`src/rtl/mips_ctrl_pkg.sv`:
```
// Shared encodings for the multicycle MIPS control unit: state codes, opcode/funct
// values, ALU operation codes and datapath mux selects.
package mips_ctrl_pkg;

    localparam logic [3:0] S_FETCH     = 4'd0;
    localparam logic [3:0] S_DECODE    = 4'd1;
    localparam logic [3:0] S_MEM_ADDR  = 4'd2;
    localparam logic [3:0] S_MEM_READ  = 4'd3;
    localparam logic [3:0] S_MEM_WB    = 4'd4;
    localparam logic [3:0] S_MEM_WRITE = 4'd5;
    localparam logic [3:0] S_EXECUTE   = 4'd6;
    localparam logic [3:0] S_R_WB      = 4'd7;
    localparam logic [3:0] S_ADDI_WB   = 4'd8;
    localparam logic [3:0] S_BRANCH    = 4'd9;
    localparam logic [3:0] S_JUMP      = 4'd10;

    // Which of the three MEM_ADDR users is in flight, captured at DECODE
    typedef enum logic [1:0] {
        MK_LW   = 2'd0,
        MK_SW   = 2'd1,
        MK_ADDI = 2'd2
    } mem_kind_e;

    localparam logic [5:0] OP_RTYPE = 6'b000000;
    localparam logic [5:0] OP_LW    = 6'b100011;
    localparam logic [5:0] OP_SW    = 6'b101011;
    localparam logic [5:0] OP_ADDI  = 6'b001000;
    localparam logic [5:0] OP_BEQ   = 6'b000100;
    localparam logic [5:0] OP_BNE   = 6'b000101;
    localparam logic [5:0] OP_J     = 6'b000010;

    localparam logic [5:0] FN_ADD = 6'b100000;
    localparam logic [5:0] FN_SUB = 6'b100010;
    localparam logic [5:0] FN_AND = 6'b100100;
    localparam logic [5:0] FN_OR  = 6'b100101;
    localparam logic [5:0] FN_SLT = 6'b101010;
    localparam logic [5:0] FN_NOR = 6'b100111;
    localparam logic [5:0] FN_SLL = 6'b000000;
    localparam logic [5:0] FN_SRL = 6'b000010;

    localparam logic [3:0] ALU_AND = 4'b0000;
    localparam logic [3:0] ALU_OR  = 4'b0001;
    localparam logic [3:0] ALU_ADD = 4'b0010;
    localparam logic [3:0] ALU_SUB = 4'b0110;
    localparam logic [3:0] ALU_SLT = 4'b0111;
    localparam logic [3:0] ALU_NOR = 4'b1100;
    localparam logic [3:0] ALU_SLL = 4'b1111;
    localparam logic [3:0] ALU_SRL = 4'b1110;

    localparam logic [1:0] SRCA_PC = 2'b00;
    localparam logic [1:0] SRCA_A  = 2'b01;
    localparam logic [1:0] SRCA_B  = 2'b10;

    localparam logic [2:0] SRCB_B      = 3'b000;
    localparam logic [2:0] SRCB_FOUR   = 3'b001;
    localparam logic [2:0] SRCB_IMM    = 3'b010;
    localparam logic [2:0] SRCB_IMM_SH = 3'b011;
    localparam logic [2:0] SRCB_SHAMT  = 3'b100;

    localparam logic [1:0] PC_ALU    = 2'b00;
    localparam logic [1:0] PC_ALUOUT = 2'b01;
    localparam logic [1:0] PC_JUMP   = 2'b10;

endpackage

```
`src/rtl/alu_control_decode.sv`:
```
// R-type funct decoder: ALU operation, shift-operand select and legality.
module alu_control_decode
    import mips_ctrl_pkg::*;
(
    input  logic [5:0] funct,
    output logic [3:0] alu_control,
    output logic       is_shift,
    output logic       legal
);

    // Map funct onto the ALU op; anything unrecognised is flagged illegal
    always_comb begin
        alu_control = ALU_AND;
        is_shift    = 1'b0;
        legal       = 1'b1;
        case (funct)
            FN_ADD:  alu_control = ALU_ADD;
            FN_SUB:  alu_control = ALU_SUB;
            FN_AND:  alu_control = ALU_AND;
            FN_OR:   alu_control = ALU_OR;
            FN_SLT:  alu_control = ALU_SLT;
            FN_NOR:  alu_control = ALU_NOR;
            FN_SLL:  begin alu_control = ALU_SLL; is_shift = 1'b1; end
            FN_SRL:  begin alu_control = ALU_SRL; is_shift = 1'b1; end
            default: legal = 1'b0;
        endcase
    end

endmodule

```
`src/rtl/mips_multicycle_control.sv`:
```
// Multicycle MIPS main control FSM: sequences each instruction, drives datapath
// strobes and aluControl, stalls on mem_ready and counts retired instructions.
module mips_multicycle_control
    import mips_ctrl_pkg::*;
#(
    parameter int COUNT_W = 32
) (
    input  logic               clk,
    input  logic               rst_n,
    input  logic [5:0]         opcode,
    input  logic [5:0]         funct,
    input  logic               zeroFlag,
    input  logic               mem_ready,
    output logic               memRead,
    output logic               memWrite,
    output logic               iorD,
    output logic               irWrite,
    output logic               regWrite,
    output logic               regDst,
    output logic               memToReg,
    output logic [1:0]         aluSrcA,
    output logic [2:0]         aluSrcB,
    output logic [3:0]         aluControl,
    output logic [1:0]         pcSrc,
    output logic               pcWrite,
    output logic               illegal,
    output logic [COUNT_W-1:0] instr_count
);

    logic [3:0]         state_q, state_d;
    mem_kind_e          kind_q, kind_d;
    logic [COUNT_W-1:0] count_q, count_d;
    logic               retire_s;
    logic               illegal_s;

    logic [3:0] dec_ctrl_s;
    logic       dec_shift_s;
    logic       dec_legal_s;

    logic       mem_read_s, mem_write_s, iord_s, ir_write_s, reg_write_s;
    logic       reg_dst_s, mem_to_reg_s, pc_write_s;
    logic [1:0] alu_src_a_s, pc_src_s;
    logic [2:0] alu_src_b_s;
    logic [3:0] alu_ctrl_s;

    alu_control_decode u_alu_dec (
        .funct       (funct),
        .alu_control (dec_ctrl_s),
        .is_shift    (dec_shift_s),
        .legal       (dec_legal_s)
    );

    // Next-state, retire and illegal-instruction detection
    always_comb begin
        state_d   = state_q;
        kind_d    = kind_q;
        retire_s  = 1'b0;
        illegal_s = 1'b0;
        case (state_q)
            S_FETCH: begin
                if (mem_ready) state_d = S_DECODE;
                else           state_d = S_FETCH;
            end
            S_DECODE: begin
                case (opcode)
                    OP_RTYPE: state_d = S_EXECUTE;
                    OP_LW:    begin state_d = S_MEM_ADDR; kind_d = MK_LW;   end
                    OP_SW:    begin state_d = S_MEM_ADDR; kind_d = MK_SW;   end
                    OP_ADDI:  begin state_d = S_MEM_ADDR; kind_d = MK_ADDI; end
                    OP_BEQ,
                    OP_BNE:   state_d = S_BRANCH;
                    OP_J:     state_d = S_JUMP;
                    default:  begin state_d = S_FETCH; illegal_s = 1'b1; end
                endcase
            end
            S_MEM_ADDR: begin
                case (kind_q)
                    MK_LW:   state_d = S_MEM_READ;
                    MK_SW:   state_d = S_MEM_WRITE;
                    default: state_d = S_ADDI_WB;
                endcase
            end
            S_MEM_READ: begin
                if (mem_ready) state_d = S_MEM_WB;
                else           state_d = S_MEM_READ;
            end
            S_MEM_WRITE: begin
                if (mem_ready) begin
                    state_d  = S_FETCH;
                    retire_s = 1'b1;
                end else begin
                    state_d  = S_MEM_WRITE;
                end
            end
            S_EXECUTE: begin
                if (dec_legal_s) begin
                    state_d = S_R_WB;
                end else begin
                    state_d   = S_FETCH;
                    illegal_s = 1'b1;
                end
            end
            S_MEM_WB, S_R_WB, S_ADDI_WB, S_BRANCH, S_JUMP: begin
                state_d  = S_FETCH;
                retire_s = 1'b1;
            end
            default: state_d = S_FETCH;
        endcase
        count_d = retire_s ? count_q + {{(COUNT_W-1){1'b0}}, 1'b1} : count_q;
    end

    // State, instruction class and retire counter
    always_ff @(posedge clk or negedge rst_n) begin
        if (!rst_n) begin
            state_q <= S_FETCH;
            kind_q  <= MK_LW;
            count_q <= {COUNT_W{1'b0}};
        end else begin
            state_q <= state_d;
            kind_q  <= kind_d;
            count_q <= count_d;
        end
    end

    // Datapath controls decoded from the current state
    always_comb begin
        mem_read_s   = 1'b0;
        mem_write_s  = 1'b0;
        iord_s       = 1'b0;
        ir_write_s   = 1'b0;
        reg_write_s  = 1'b0;
        reg_dst_s    = 1'b0;
        mem_to_reg_s = 1'b0;
        pc_write_s   = 1'b0;
        alu_src_a_s  = SRCA_PC;
        alu_src_b_s  = SRCB_B;
        alu_ctrl_s   = ALU_AND;
        pc_src_s     = PC_ALU;
        case (state_q)
            S_FETCH: begin
                mem_read_s  = 1'b1;
                alu_src_b_s = SRCB_FOUR;
                alu_ctrl_s  = ALU_ADD;
                ir_write_s  = mem_ready;
                pc_write_s  = mem_ready;
            end
            S_DECODE: begin
                alu_src_b_s = SRCB_IMM_SH;
                alu_ctrl_s  = ALU_ADD;
            end
            S_MEM_ADDR: begin
                alu_src_a_s = SRCA_A;
                alu_src_b_s = SRCB_IMM;
                alu_ctrl_s  = ALU_ADD;
            end
            S_MEM_READ: begin
                mem_read_s = 1'b1;
                iord_s     = 1'b1;
            end
            S_MEM_WB: begin
                reg_write_s  = 1'b1;
                mem_to_reg_s = 1'b1;
            end
            S_MEM_WRITE: begin
                mem_write_s = 1'b1;
                iord_s      = 1'b1;
            end
            S_EXECUTE: begin
                alu_src_a_s = dec_shift_s ? SRCA_B : SRCA_A;
                alu_src_b_s = dec_shift_s ? SRCB_SHAMT : SRCB_B;
                alu_ctrl_s  = dec_ctrl_s;
            end
            S_R_WB: begin
                reg_write_s = 1'b1;
                reg_dst_s   = 1'b1;
            end
            S_ADDI_WB: begin
                reg_write_s = 1'b1;
            end
            S_BRANCH: begin
                alu_src_a_s = SRCA_A;
                alu_ctrl_s  = ALU_SUB;
                pc_src_s    = PC_ALUOUT;
                pc_write_s  = (opcode == OP_BNE) ? ~zeroFlag : zeroFlag;
            end
            S_JUMP: begin
                pc_src_s   = PC_JUMP;
                pc_write_s = 1'b1;
            end
            default: begin
                alu_src_a_s = SRCA_PC;
            end
        endcase
    end

    // Requests and write strobes are held off for the whole time rst_n is low
    assign memRead     = mem_read_s  & rst_n;
    assign memWrite    = mem_write_s & rst_n;
    assign irWrite     = ir_write_s  & rst_n;
    assign regWrite    = reg_write_s & rst_n;
    assign pcWrite     = pc_write_s  & rst_n;
    assign illegal     = illegal_s   & rst_n;
    assign iorD        = iord_s;
    assign regDst      = reg_dst_s;
    assign memToReg    = mem_to_reg_s;
    assign aluSrcA     = alu_src_a_s;
    assign aluSrcB     = alu_src_b_s;
    assign aluControl  = alu_ctrl_s;
    assign pcSrc       = pc_src_s;
    assign instr_count = count_q;

endmodule

```
`config.mk`:
```
export PLATFORM = sky130hd
export DESIGN_NAME = mips_multicycle_control
export DESIGN_NICKNAME = d
export VERILOG_FILES = /design/src/rtl/mips_ctrl_pkg.sv /design/src/rtl/alu_control_decode.sv /design/src/rtl/mips_multicycle_control.sv
export SDC_FILE = /design/constraint.sdc
export NUM_CORES = 1
export LEC_CHECK = 0
export ABC_AREA = 1
export BUFFER_PORTS_ARGS = -buffer_cell sky130_fd_sc_hd__buf_4
export CORE_MARGIN = 5
export CORE_UTILIZATION = 45
export CTS_CLUSTER_SIZE = 12
export DETAILED_ROUTE_END_ITERATION = 8
export HOLD_SLACK_MARGIN = 0.15
export PLACE_DENSITY = 0.69
export SETUP_SLACK_MARGIN = 0.5
export SLEW_MARGIN = 20
export SYNTH_ARGS = -nofsm -noshare
export SYNTH_HDL_FRONTEND = slang
export SYNTH_SLANG_ARGS = --single-unit
```
`constraint.sdc`:
```
create_clock -name clk -period 3.1 [get_ports clk]
set_clock_uncertainty 0.05 [all_clocks]
set_input_delay 0.62 -clock clk [delete_from_list [all_inputs] [get_ports clk]]
set_output_delay 0.62 -clock clk [all_outputs]
set_load 0.02 [all_outputs]
```
==> results.tsv <==
metric	value	unit
status	finished clean	
total of max-cap violations	0	
RSZ-0062 raised after global routing	false	
Synth Instances	486	
setup_tns	0	ns
drt first pass iters	5	
ANT cells	0	
FF/Latch Area	951	um^2
WL final	7.68	mm
Final Core Density	0.559	
Max Buffers Root-to-Sink	2	
# IOs	68	
commonest non-fill, non-tap cell in the layout	nand2_1	
Slew headroom	0.608	
# fillers	670	
Worst Setup End Kind	output pin	
crit share post-route	0.769	
Rows	29	
vias in the first global route	2831	
clk_lat worst skew	0.28	ns
Worst-Margin Slew	0.587	ns
Fin. Hold Viols	0	
# Post-CTS Setup Buffers	0	
Initial DRC Count	175	
min Tclk post-route	2.38	ns
top post-synthesis cells by area	dfrtp_1 (33%), nand2_1 (29%), nor2_1 (10%)	
Hold Buf Count CTS	0	
hold crit path type	in2async	
Setup crit start kind	primary input	
CTS tree	built	
DR WL met3	403	um
#FFs+latches synth	38	
r2r startpoint	state_q[2]	
dpl hpwl	6.01	mm
clock transition at the registers of the reported paths	0.08	ns
post-synth cell types	21	
register area share after synthesis	0.332	
number of vias per cell	4.93	
post-layout net count	573	
top layer in use	met4	
max-slew violations	0	
worst-case reg-to-reg path depth	8	
largest net degree at the start of global routing	39	
CP arrival	1.71	ns
met2 wire len	3.56	mm
clock sink total	38	
power consumption	1190	uW
DIE AREA	8060	um^2
DR vias	3124	
Mean Syn Cell Area	5.89	um^2
routed len/inst	12.1	um
post-route ant nets	0	
area occupied by multi-input gates	1630	um^2
Floorplan Core Area	6280	um^2
placed cell count	626	
Leakage Power	0.00184	uW
initial antenna violation count	0	
most frequent cells in the layout	nand2_1 (224), nor2_1 (79), buf_4 (69)	
Port Buffers	67	
DRC Markers	0	
Power per Cell Area	338	nW/um^2
r2r endpoint	instr_count[24]	
IR drop worst, VDD	0.494	mV
final-report setup violation count	0	
Worst Setup Path Type	in2out	
fraction of layout cells with a size suffix above 1	0.149	
grt ovf	0	
Yosys top cell by area	dfrtp_1	
H-tree Lvls	2	
peak fanout along the critical path	4	
Mapped Nets	503	
die height	89.8	um
Starting Density	0.456	
Post-Syn Area	2860	um^2
overall routing resource usage	0.189	
setup slack, reg-to-reg	1.02	ns
Routability Congestion	0.937	
Synth Warn #	0	
Yosys top cell area share	0.332	
first-pass GRT wire length	13.0	mm
M1 WL	3.66	mm
Root Buffer	clkbuf_8	
Finished Layout Cells	634	
max frequency	420	MHz
Area Overhead vs Synth	22.5	%
CTS Buf Count	5	
die span in x	89.8	um
post-cts resize count	0	
WP data required	2.43	ns
==> report_power, final <==
group | internal, uW | switching [uW] | total, uW
sequential | 524 | 42.3 | 567
combinational | 96.9 | 168 | 264
clock | 180 | 174 | 354
==> logic make-up after synthesis <==
family / share of synthesized area
xor+xnor: 0.0459
flops: 0.332
compound gates: 0.0372
simple gates: 0.483
buf+inv: 0.0975
fa+ha+maj: 0.00437
==> routing by layer <==
| layer | track usage | vias up |
|---|---|---|
| li1 | - | 1622 |
| met1 | 0.262 | 1410 |
| met2 | 0.307 | 86 |
| met3 | 0.0392 | 6 |
| met4 | 0.0315 | 0 |
| met5 | 0 | - |
==> Yosys cell counts <==
master	n
dfrtp_1	38
nand2_2	1
nor2_1	79
nor3_1	4
nor2_2	2
xor2_1	15
a21oi_1	9
buf_2	1
inv_2	4
a211oi_1	1
o21ai_0	8
nand3_1	28
o22ai_1	1
nor3b_1	1
nand3b_1	2
ha_1	1
nand4_1	7
buf_6	5
inv_1	54
nand2_1	224
o211ai_1	1
==> sequential cells by signal, summed over array words and instances, names as in the netlist <==
register,count
kind_q,2
state_q,4
instr_count,32
==> worst max-delay path, stage by stage <==
cell	delay, ns
buf_4	0.12
nor3_1	0.36
nand4_1	0.21
nand3b_1	0.16
a21oi_1	0.08
buf_4	0.16
==> metrics by stage <==
stage                     cell area [um^2]  worst slack (ns)  hold slack [ns]
final                                 3510             0.717            0.321
after global routing                  3510             0.591            0.378
after CTS                             3510             0.722            0.349
after detailed placement              3420             0.731            0.428
after global placement                3420             0.741            0.430
after floorplan                       2860             0.844            0.274
==> how the worst max path moves through the flow <==
| stage | startpoint | endpoint | slack (ns) | depth (start not counted) |
|---|---|---|---|---|
| floorplan | funct[5] | aluControl[1] | 0.84 | 6 |
| global placement | opcode[1] | illegal | 0.74 | 6 |
| detailed placement | opcode[1] | illegal | 0.73 | 6 |
| CTS | opcode[1] | illegal | 0.72 | 6 |
| global route | opcode[1] | illegal | 0.59 | 6 |
| finish | opcode[1] | illegal | 0.72 | 6 |
==> layout make-up <==
class,instances,share of cell area
Timing Repair Buffer,69,0.148
Clock inverter,1,0.00143
Multi-Input combinational cell,384,0.466
Tap cell,77,0.0275
Inverter,58,0.0621
Clock buffer,7,0.0246
Sequential cell,38,0.271
Power figures use the tool's default switching activity.
